--- config.mk ---
export PLATFORM = sky130hd
export DESIGN_NAME = cp0_intc
export DESIGN_NICKNAME = d
export VERILOG_FILES = /design/src/rtl/cp0_intc_pkg.sv /design/src/rtl/cp0_irq_arb.sv /design/src/rtl/cp0_intc.sv
export SDC_FILE = /design/constraint.sdc
export NUM_CORES = 1
export LEC_CHECK = 0
export ABC_AREA = 1
export CORE_MARGIN = 3
export CORE_UTILIZATION = 37
export DETAILED_ROUTE_END_ITERATION = 8
export GPL_ROUTABILITY_DRIVEN = 0
export PLACE_DENSITY = 0.89
export SYNTH_ARGS = -nofsm -noshare
export SYNTH_HDL_FRONTEND = slang
export SYNTH_SLANG_ARGS = --single-unit
--- constraint.sdc ---
create_clock -name clk -period 1.3 [get_ports clk]
set_clock_uncertainty 0.15 [all_clocks]
set_input_delay 0.26 -clock clk [delete_from_list [all_inputs] [get_ports clk]]
set_output_delay 0.26 -clock clk [all_outputs]
set_load 0.005 [all_outputs]
--- src/rtl/cp0_intc_pkg.sv ---
// Shared CP0 definitions: register numbers, SR/Cause field layout, ExcCodes.
// Packs the stored SR/Cause fields into their architectural 32-bit views.
package cp0_pkg;

    localparam logic [4:0] CP0_SR    = 5'd12;
    localparam logic [4:0] CP0_CAUSE = 5'd13;
    localparam logic [4:0] CP0_EPC   = 5'd14;
    localparam logic [4:0] CP0_PRID  = 5'd15;

    localparam int SR_IE       = 0;
    localparam int SR_EXL      = 1;
    localparam int SR_IM_LO    = 10;
    localparam int SR_IM_HI    = 15;
    localparam int CAUSE_EX_LO = 2;
    localparam int CAUSE_EX_HI = 6;
    localparam int CAUSE_IP_LO = 10;
    localparam int CAUSE_IP_HI = 15;
    localparam int CAUSE_BD    = 31;

    localparam logic [4:0] EXC_INT  = 5'd0;
    localparam logic [4:0] EXC_ADEL = 5'd4;
    localparam logic [4:0] EXC_ADES = 5'd5;
    localparam logic [4:0] EXC_RI   = 5'd10;
    localparam logic [4:0] EXC_OV   = 5'd12;

    typedef struct packed {
        logic [5:0] im;
        logic       exl;
        logic       ie;
    } sr_t;

    typedef struct packed {
        logic       bd;
        logic [5:0] ip;
        logic [4:0] exc;
    } cause_t;

    function automatic logic [31:0] sr_word(input sr_t s);
        logic [31:0] w;
        w = '0;
        w[SR_IM_HI:SR_IM_LO] = s.im;
        w[SR_EXL]            = s.exl;
        w[SR_IE]             = s.ie;
        return w;
    endfunction

    function automatic logic [31:0] cause_word(input cause_t c);
        logic [31:0] w;
        w = '0;
        w[CAUSE_BD]                = c.bd;
        w[CAUSE_IP_HI:CAUSE_IP_LO] = c.ip;
        w[CAUSE_EX_HI:CAUSE_EX_LO] = c.exc;
        return w;
    endfunction

endpackage

--- src/rtl/cp0_irq_arb.sv ---
// Combinational interrupt/exception arbitration; a pending interrupt beats a
// simultaneous synchronous exception and reports ExcCode Int.
module cp0_irq_arb
    import cp0_pkg::*;
(
    input  logic [5:0] hw_int_i,
    input  logic [5:0] im_i,
    input  logic       ie_i,
    input  logic       exl_i,
    input  logic [4:0] exc_code_i,
    output logic       irq_o,
    output logic       exc_o,
    output logic       int_req_o,
    output logic [4:0] code_o
);

    assign irq_o     = (|(hw_int_i & im_i)) & ie_i & ~exl_i;
    assign exc_o     = (exc_code_i != EXC_INT) & ~exl_i;
    assign int_req_o = irq_o | exc_o;
    assign code_o    = irq_o ? EXC_INT : exc_code_i;

endmodule

--- src/rtl/cp0_intc.sv ---
// CP0 interrupt/exception controller: SR, Cause, EPC, PRId beside the M stage.
// Define CP0_BD_EN to track branch-delay slots (Cause.BD and EPC = pc-4).
module cp0_intc
    import cp0_pkg::*;
#(
    parameter logic [31:0] PRID = 32'h0000_B0A8
) (
    input  logic        clk,
    input  logic        reset,
    input  logic        we,
    input  logic [4:0]  addr,
    input  logic [31:0] wd,
    output logic [31:0] rd,
    input  logic [31:0] pc,
    input  logic        bd,
    input  logic [4:0]  exc_code,
    input  logic [5:0]  hw_int,
    input  logic        exl_clr,
    output logic        int_req,
    output logic [31:0] epc
);

    sr_t         sr_q, sr_d;
    cause_t      cause_q, cause_d;
    logic [31:0] epc_q, epc_d;

    logic        irq, exc;
    logic [4:0]  sel_code;
    logic        bd_eff;
    logic [31:0] epc_tgt;

    cp0_irq_arb u_arb (
        .hw_int_i   (hw_int),
        .im_i       (sr_q.im),
        .ie_i       (sr_q.ie),
        .exl_i      (sr_q.exl),
        .exc_code_i (exc_code),
        .irq_o      (irq),
        .exc_o      (exc),
        .int_req_o  (int_req),
        .code_o     (sel_code)
    );

`ifdef CP0_BD_EN
    assign bd_eff  = bd;
    assign epc_tgt = bd ? (pc - 32'd4) : pc;
`else
    logic unused_bd;
    assign unused_bd = bd;
    assign bd_eff    = 1'b0;
    assign epc_tgt   = pc;
`endif

    always_comb begin
        sr_d     = sr_q;
        cause_d  = cause_q;
        epc_d    = epc_q;
        cause_d.ip = hw_int;
        if (int_req) begin
            // taking the trap wins over any mtc0/eret in the same cycle
            sr_d.exl    = 1'b1;
            cause_d.bd  = bd_eff;
            cause_d.exc = sel_code;
            epc_d       = epc_tgt & 32'hFFFF_FFFC;
        end else begin
            if (we) begin
                case (addr)
                    CP0_SR: begin
                        sr_d.im  = wd[SR_IM_HI:SR_IM_LO];
                        sr_d.exl = wd[SR_EXL];
                        sr_d.ie  = wd[SR_IE];
                    end
                    CP0_EPC: epc_d = wd & 32'hFFFF_FFFC;
                    default: ;
                endcase
            end
            if (exl_clr) sr_d.exl = 1'b0;
        end
    end

    always_ff @(posedge clk) begin
        if (reset) begin
            sr_q    <= '0;
            cause_q <= '0;
            epc_q   <= '0;
        end else begin
            sr_q    <= sr_d;
            cause_q <= cause_d;
            epc_q   <= epc_d;
        end
    end

    always_comb begin
        rd = '0;
        case (addr)
            CP0_SR:    rd = sr_word(sr_q);
            CP0_CAUSE: rd = cause_word(cause_q);
            CP0_EPC:   rd = epc_q;
            CP0_PRID:  rd = PRID;
            default:   rd = '0;
        endcase
    end

    assign epc = epc_q;

endmodule

==> out/qor.yml <==
status:
  outcome: "finished, violations left"
  violations: "negative setup slack"
logic_synthesis:
  synth.ff_latch_count: 49
  synthXorXnorAreaFrac: 0
  synth_area_um2: 3000
  netlist.top_cell.by_area: "dfxtp_1"
  synthesis.instances: 474
  synth_enable_flop_cells: 0
  yosys_warning_count: 0
  synth_top_area_frac: 0.327
  synth_area_per_cell_um2: 6.32
  synth.most_common_cell: "nand2_1"
  post_synth_fa_ha_maj_area_fraction: 0
  ys_top_cells_by_count: "nand2_1, inv_1, nand4_1, dfxtp_1, nor2_1"
  asyncSetResetFlopFracSynth: 0
  netlist-cell-type-count: 23
  synth_top_cells_by_area: "dfxtp_1, nand2_1, nand4_1, inv_1, nor2_1"
  synth_compound_gate_area_share: 0.0851
  synth-simple-area-share: 0.423
  ys_seq_area_frac: 0.327
  synth_ff_type: "dfxtp_1"
  synth_top_family_by_area: "simple AND/OR/NAND/NOR gates"
  yosys-mux-area-fraction: 0
floorplan:
  die_h_um: 96.0
  core.rowCount: 32
  core-area_um2: 7810
  initial_utilization: 0.384
  die_width_um: 96.0
  design.portCount: 150
  die_area_um2: 9220
critical_path:
  reg2reg_depth: 10
  cp.arrival_ns: 1.82
  sort_of_element_at_the_start_of_the_critical_path: "flop"
  endpoint_kind: "flop"
  criticalPathCategory: "flop to flop"
  critical_path.max_fanout: 31
  crit_required_ns: 1.37
clocking:
  tritoncts_num_sinks: 49
  ctsRootBufferMaster: "clkbuf_8"
  clkLatencyLatePin_ns: 0.30
  htree_levels: 2
  tritoncts: "yes"
  hold_buffers: 0
  ctsLongestPathBuffers: 2
  clk_pin_slew_worst_paths_ns: 0.10
  cts_made_buffers: 5
sta:
  finalHoldViolations: 0
  final_critical_path_required_period_ns: 1.75
  max_clock_freq_mhz: 573
  timing.final.ws_setup_ns: -0.447
  slew_viol_final: 0
  finalSetupViolations: 76
  final.hold.worst_slack_ns: 0.121
  final_min_period_over_clock_period: 1.34
  rsz0062_at_grt: "yes"
placement:
  dpl-instance-area_um2: 4910
  preCtsSetupSlack_ns: -1.13
  port_buffers: 144
  dp_hpwl_mm: 8.71
routing:
  vias_per_cell: 5.82
  route.detailed.wl_per_inst_um: 20.6
  final_antenna_net_count: 0
  post-route-drc-count: 0
  drt_first_pass_iters: 5
  first_iter_violations: 509
  route.vias.total: 4654
  routed_wl_mm: 16.5
global_route:
  groute.layer.met3.usage: 0.0571
  grt_start_max_net_pins: 33
  grt.total_usage: 0.309
  grt-busiest-layer: "met2"
  grt_first_pass_wirelength_mm: 21.8
  via_count_of_the_first_global_routing_pass: 4450
  grt_overflow_total: 0
  met1_usage: 0.330
  number_of_antenna_violations_at_the_first_check_in_global_routing: 1
  grt_util_met2: 0.543
final_layout:
  stdcell_area_um2: 6210
  syn_to_final_growth_pct: 107
  nNetsFinal: 780
  layout-drive-gt1-share: 0.489
pwr:
  comb_power_share: 0.395
  design_power_total_mw: 4.37
  power.density_nw_per_um2: 704
  irDropWorstVdd_mv: 0.492
  intPower_mw: 2.94
  total_leakage_power_nw: 3.00
  sw_frac_of_total: 0.327
  clkPwrFrac: 0.208
  share_seq_of_total_power: 0.396
  switching_power_mw: 1.43
flow_run:
  maxCapViolCount: 0
hold_path:
  type_of_the_most_critical_hold_path: "primary input to flop"
  holdPathStages: 3
stage by stage:
stage / utilization / cells / setup TNS (ns)
detailed placement: 0.629 / 749 / -67.95
global placement: 0.629 / 749 / -64.42
finish: 0.795 / 799 / -23.89
floorplan: - / 475 / -0.188
CTS: 0.711 / 792 / -18.88
global route: 0.795 / 799 / -27.22
routing by layer:
metal	share of wire	up-vias	wire length [um]
met4	0.083	0	1370
met1	0.34	2185	5560
met2	0.50	367	8210
met5	0	-	0
li1	-	1980	-
met3	0.081	122	1340
final timing paths:
check        slack, ns                      end               startpoint
max              -0.45     epc[14]$_SDFFE_PP0P_     sr_q[7]$_SDFFE_PP0P_
min               0.12  cause_q[2]$_SDFFE_PP0N_              exc_code[2]
max reg2reg      -0.45     epc[14]$_SDFFE_PP0P_     sr_q[7]$_SDFFE_PP0P_
min reg2reg       0.35  cause_q[0]$_SDFFE_PP0N_  cause_q[0]$_SDFFE_PP0N_
worst max-delay path, stage by stage, from the launching register on:
cell and delay, ns:
dfxtp_2 0.34, nand2_2 0.07, nand2_2 0.06, nor2_2 0.13
nand2_2 0.09, nand2_4 0.12, nand2_4 0.08, buf_12 0.18
nand2_1 0.11, nand2_1 0.11, a21oi_1 0.21
registers in the layout (all words and copies together), names as in the netlist:
signal   flops
cause_q     11
sr_q         8
epc         30
logic make-up after synthesis:
logic type,Yosys count
AO/OA/AOI/OAI,45
buffers and inverters,109
flip-flops,49
other,1
AND/OR/NAND/NOR,270
power by group through the flow:
| stage | Sequential, mW | Clock, mW | Combinational, mW |
|---|---|---|---|
| floorplan | 1.73 | 0 | 0.473 |
| global placement | 1.72 | 0 | 1.21 |
| detailed placement | 1.72 | 0 | 1.25 |
| CTS | 1.70 | 0.913 | 1.35 |
| global route | 1.74 | 0.982 | 1.82 |
| finish | 1.73 | 0.911 | 1.73 |
final cells by class:
cell class                 count  area [um2]
tap                          102         128
clock inverter                 3        17.5
inverter                      71         277
multi-input combinational    319        2140
fill                         463        1600
clock buffer                   5        68.8
antenna                        1        2.50
sequential                    49        1030
timing repair buffer         249        2550
timing repair:
action	CTS	global route
gates cloned	6	4
resized for setup	434	140
pin swaps	41	40
endpoints found under the hold margin	0	0
setup buffers	30	5
setup endpoints to repair	106	106
cell usage in the layout (no fill, tap or decap), drive strengths merged, types with 8 or more instances in the layout:
cell | Yosys | final
nand4 | 60 | 60
nand3 | 33 | 34
clkbuf | 8 | 8
inv | 71 | 71
clkdlybuf4s50 | 0 | 64
buf | 30 | 169
dfxtp | 49 | 49
nand2 | 125 | 126
dlygate4sd2 | 0 | 9
a21oi | 35 | 35
nor2 | 51 | 51
No activity file was read; power rests on OpenSTA's default activity.
==> RTL edit 1 (same settings) <==
Build with the macro `CP0_BD_EN` defined.
--- a/src/rtl/cp0_intc.sv
+++ b/src/rtl/cp0_intc.sv
@@ -1,5 +1,7 @@
 // CP0 interrupt/exception controller: SR, Cause, EPC, PRId beside the M stage.
 // Define CP0_BD_EN to track branch-delay slots (Cause.BD and EPC = pc-4).
+`define CP0_BD_EN
+
 module cp0_intc
     import cp0_pkg::*;
 #(
Behaviour: not the same (a bounded check fails within 4 cycles, from zero or initial values and one cycle with reset high).
==> RTL edit 1 against the original RTL <==
- the flow still finishes with violations (negative setup slack)
- wire length rose by 15%
- design area is 17% higher
- synthesized area up 18%
- power rose by 14%
- fmax down 15%
- largest power group is now combinational logic
- combinational power grew 16%
- non-clock buffer count grew 71
- sequential cell count grew 1
- worst setup slack worse by 0.32 ns
- clock power up 34%
==> RTL edit 1: results (changes against the original RTL) <==
* Setup ws final at -0.764 ns (was -0.447 ns)
* Global-route wire length before repair at 26.7 mm (was 21.8 mm)
* Sequential area share after synthesis at 28.3% (was 32.7%)
* DR pass1 iterations at 7 (was 5)
* R2R depth at 12 (was 10)
* Failing checks: negative setup slack (unchanged)
* Setup TNS at -38.19 ns (was -23.89 ns)
* Metal1 wirelength at 6.75 mm (was 5.56 mm)
* Dominant cells by area after synthesis: dfxtp_1 28%, nand2_1 17%, nor2_1 12%, inv_1 8.5%, xor2_1 4.2% (was dfxtp_1 33%, nand2_1 15%, nand4_1 13%, inv_1 8.5%, nor2_1 5.9%)
* Cell leakage power at 3.45 nW (was 3.00 nW)
* Hold endpoint: cause_q[10] (was cause_q[2])
* Largest net degree at the start of global routing at 22 (was 33)
* Critical path fanouts, max at 6 (was 31)
* Dpl hpwl at 11.0 mm (was 8.71 mm)
* Worst hold margin at 0.194 ns (was 0.121 ns)
* Status: finished, violations left (unchanged)
* Per-cell routed wire length at 18.5 µm (was 20.6 µm)
* Count of final setup violators at 78 (was 76)
* Worst-Skew Late Latency at 0.32 ns (was 0.30 ns)
* R2R Path End: sr_q[6] (was epc[14])
* Critical R2R Launch: sr_q[3] (was sr_q[7])
* Final nets at 983 (was 780)
* Routed via count at 5498 (was 4654)
* Drt first-iter violations at 422 (was 509)
* Max VDD drop at 569 µV (was 492 µV)
* Final Cycle Share at 159% (was 134%)
* Hold Path Origin: hw_int[5] (was exc_code[2])
* Met3 WL at 1.61 mm (was 1.34 mm)
* Vias in the first global route at 5320 (was 4450)
* Tot GR Track Use at 30.4% (was 30.9%)
* IO buf count at 145 (was 144)
-- RTL edit 1: changes by cell type in the layout (fill, tap and decap cells not counted), moves of 16 or more --
| cell | before | now |
|---|---|---|
| nand2_1 | 76 | 115 |
| buf_4 | 46 | 115 |
| xor2_1 | 0 | 16 |
| nand4_1 | 60 | 20 |
| nor2_2 | 6 | 28 |
| nor2_1 | 23 | 76 |
-- RTL edit 1: what timing repair did --
action                                  CTS  global route
setup buffers                            42            12
hold endpoints to repair                  0             0
gates cloned                              4             1
pin swaps                                35            29
endpoints found under the setup margin  107           105
gates resized for setup                 430           147
-- RTL edit 1: logic make-up (layout without fill, tap and decap cells) --
family,Yosys count,after routing,synth area share [%]
buffers and inverters,107,413,13.1
AO/OA/AOI/OAI,75,75,12.4
other,1,3,0.106
AND/OR/NAND/NOR,337,338,41.0
adder cells (fa/ha/maj),1,1,0.354
flip-flops,50,50,28.3
XOR/XNOR,19,19,4.71
-- RTL edit 1: cell type report --
class                   instances  area [µm²]
repair buffers                320        2930
multi-input cells             435        2630
fillers                       549        2010
flip-flops and latches         50        1040
inverters                      84         337
well taps                     129         161
clock buffers                   6        82.6
clock inverters                 2        38.8
repair inverters                1        8.76
diodes                          1        2.50
-- RTL edit 1: power by group --
part	internal (W)	switching, W	total [W]
Combinational	0.00107	0.000944	0.00201
Clock	0.000635	0.000586	0.00122
Sequential	0.00167	0.0000847	0.00175
Total	0.00337	0.00161	0.00498
-- RTL edit 1: routing by layer --
| metal | up-vias | global-route usage, % |
|---|---|---|
| li1 | 2447 | - |
| met1 | 2549 | 34.9 |
| met2 | 393 | 53.6 |
| met3 | 109 | 5.92 |
| met4 | 0 | 15.6 |
| met5 | - | 0 |
-- RTL edit 1: metrics by stage --
| step | setup slack, ns | cells |
|---|---|---|
| global placement | -1.04 | 964 |
| detailed placement | -1.14 | 964 |
| CTS | -0.458 | 1018 |
| floorplan | -0.186 | 591 |
| global route | -0.766 | 1027 |
| finish | -0.764 | 1028 |
-- RTL edit 1: worst max-delay path by stage --
| stage | slack [ns] | start | to | cells past startpoint |
|---|---|---|---|---|
| final | -0.76 | sr_q[3] | sr_q[6] | 12 |
| after global routing | -0.77 | sr_q[3] | sr_q[5] | 12 |
| after CTS | -0.46 | sr_q[6] | sr_q[4] | 12 |
| after detailed placement | -1.14 | addr[3] | rd[10] | 8 |
| after global placement | -1.04 | addr[3] | rd[10] | 8 |
| after floorplan | -0.19 | sr_q[7] | sr_q[2] | 11 |
-- RTL edit 1: critical path, cell delays in order, from the launching register on --
cell,delay [ns]
dfxtp_2,0.36
nand2_1,0.11
nand2_1,0.09
a21oi_2,0.13
nand2_2,0.11
nand3_4,0.11
nand2_4,0.06
buf_8,0.14
buf_12,0.14
nor2_4,0.18
buf_6,0.13
o21ai_0,0.10
nor2_1,0.16
==> RTL edit 2 (same flow settings) <==
Made on the original files. Register the output `epc` once more; this adds one clock of latency there. The other outputs are not delayed to match.
--- a/src/rtl/cp0_intc.sv
+++ b/src/rtl/cp0_intc.sv
@@ -101,7 +101,9 @@
         endcase
     end
 
-    assign epc = epc_q;
+    always_ff @(posedge clk) begin
+        epc <= epc_q;
+    end
 
 endmodule
 
Check against the original RTL: not equivalent (a bounded check fails within 4 cycles, from zero or initial values and one cycle with reset high).
==> RTL edit 2 against the original RTL <==
- the flow still finishes with violations (negative setup slack)
- wire length is 18% lower
- sequential cell count grew 30
- synthesized area rose by 20%
- worst setup slack improved by 0.063 ns
- global-route usage is 8.1 points lower
- design area is essentially flat
- first-iteration DRC count shrank 40%
- power is 35% higher
- core utilization shrank 13 points
==> RTL edit 2: results (changes against the original RTL) <==
* Setup ws final at -0.384 ns (was -0.447 ns)
* Global Route met3 Usage at 4.01% (was 5.71%)
* M2 GR Usage at 40.2% (was 54.3%)
* Initial antenna violation count at 0 (was 1)
* Largest net degree at the start of global routing at 39 (was 33)
* Post-CTS Resized at 303 (was 434)
* Dpl cell area at 5520 µm² (was 4910 µm²)
* Met1 GRT Util at 27.1% (was 33.0%)
* Metal1 wirelength at 4.98 mm (was 5.56 mm)
* Sequential area share after synthesis at 43.9% (was 32.7%)
* Status: finished, violations left (unchanged)
* Hold Path Origin: hw_int[4] (was exc_code[2])
* CP delay by family, top: buffers and inverters (was simple AND/OR/NAND/NOR gates)
* Vias in the first global route at 4221 (was 4450)
* Postcts setup bufs at 12 (was 30)
* CP peak stage delay at 0.46 ns (was 0.34 ns)
* Max VDD drop at 482 µV (was 492 µV)
* Number of fill cells at 753 (was 463)
* Met2 wire length at 7.01 mm (was 8.21 mm)
* Count of final setup violators at 76 (unchanged)
* Final WL at 13.6 mm (was 16.5 mm)
* CP Launch Point: exc_code[1] (was sr_q[7])
* Drt first-iter violations at 305 (was 509)
* Share of cells above drive strength 1 at 32.3% (was 48.9%)
* Arrival time at the worst endpoint at 1.27 ns (was 1.82 ns)
* Global-route wire length before repair at 20.5 mm (was 21.8 mm)
* Met3 WL at 1.06 mm (was 1.34 mm)
* Worst-Skew Late Latency at 0.33 ns (was 0.30 ns)
* Dominant cells by area after synthesis: dfxtp_1 44%, nand2_1 12%, nand4_1 10%, inv_1 7.1%, nor2_1 4.9% (was dfxtp_1 33%, nand2_1 15%, nand4_1 13%, inv_1 8.5%, nor2_1 5.9%)
* Failing checks: negative setup slack (unchanged)
RTL edit 2: changes by cell type after synthesis, sizes merged:
cell / change
dfxtp: +30
RTL edit 2: worst paths after layout:
| kind | to | slack, ns | depth (start not counted) |
|---|---|---|---|
| setup / recovery | int_req | -0.38 | 6 |
| hold / removal | cause_q[9] | 0.03 | 3 |
| setup reg to reg | epc_q[10] | -0.36 | 10 |
| hold reg to reg | epc[21] | 0.23 | 0 |
RTL edit 2: cells by family (layout without fill, tap and decap cells):
family	Yosys count	count (layout)	share of synthesized area, %
buf+inv	109	313	13.6
other cells	1	2	0.104
compound gates	45	45	7.09
simple gates	270	271	35.3
flops	79	79	44.0
RTL edit 2: area by class of cell:
type	instances	area [µm²]	share of cell area (%)
inverters	71	274	4.41
flip-flops and latches	79	1600	25.8
clock buffers	10	138	2.22
repair buffers	226	2100	33.9
clock inverters	6	67.6	1.09
multi-input cells	318	1870	30.1
well taps	129	161	2.60
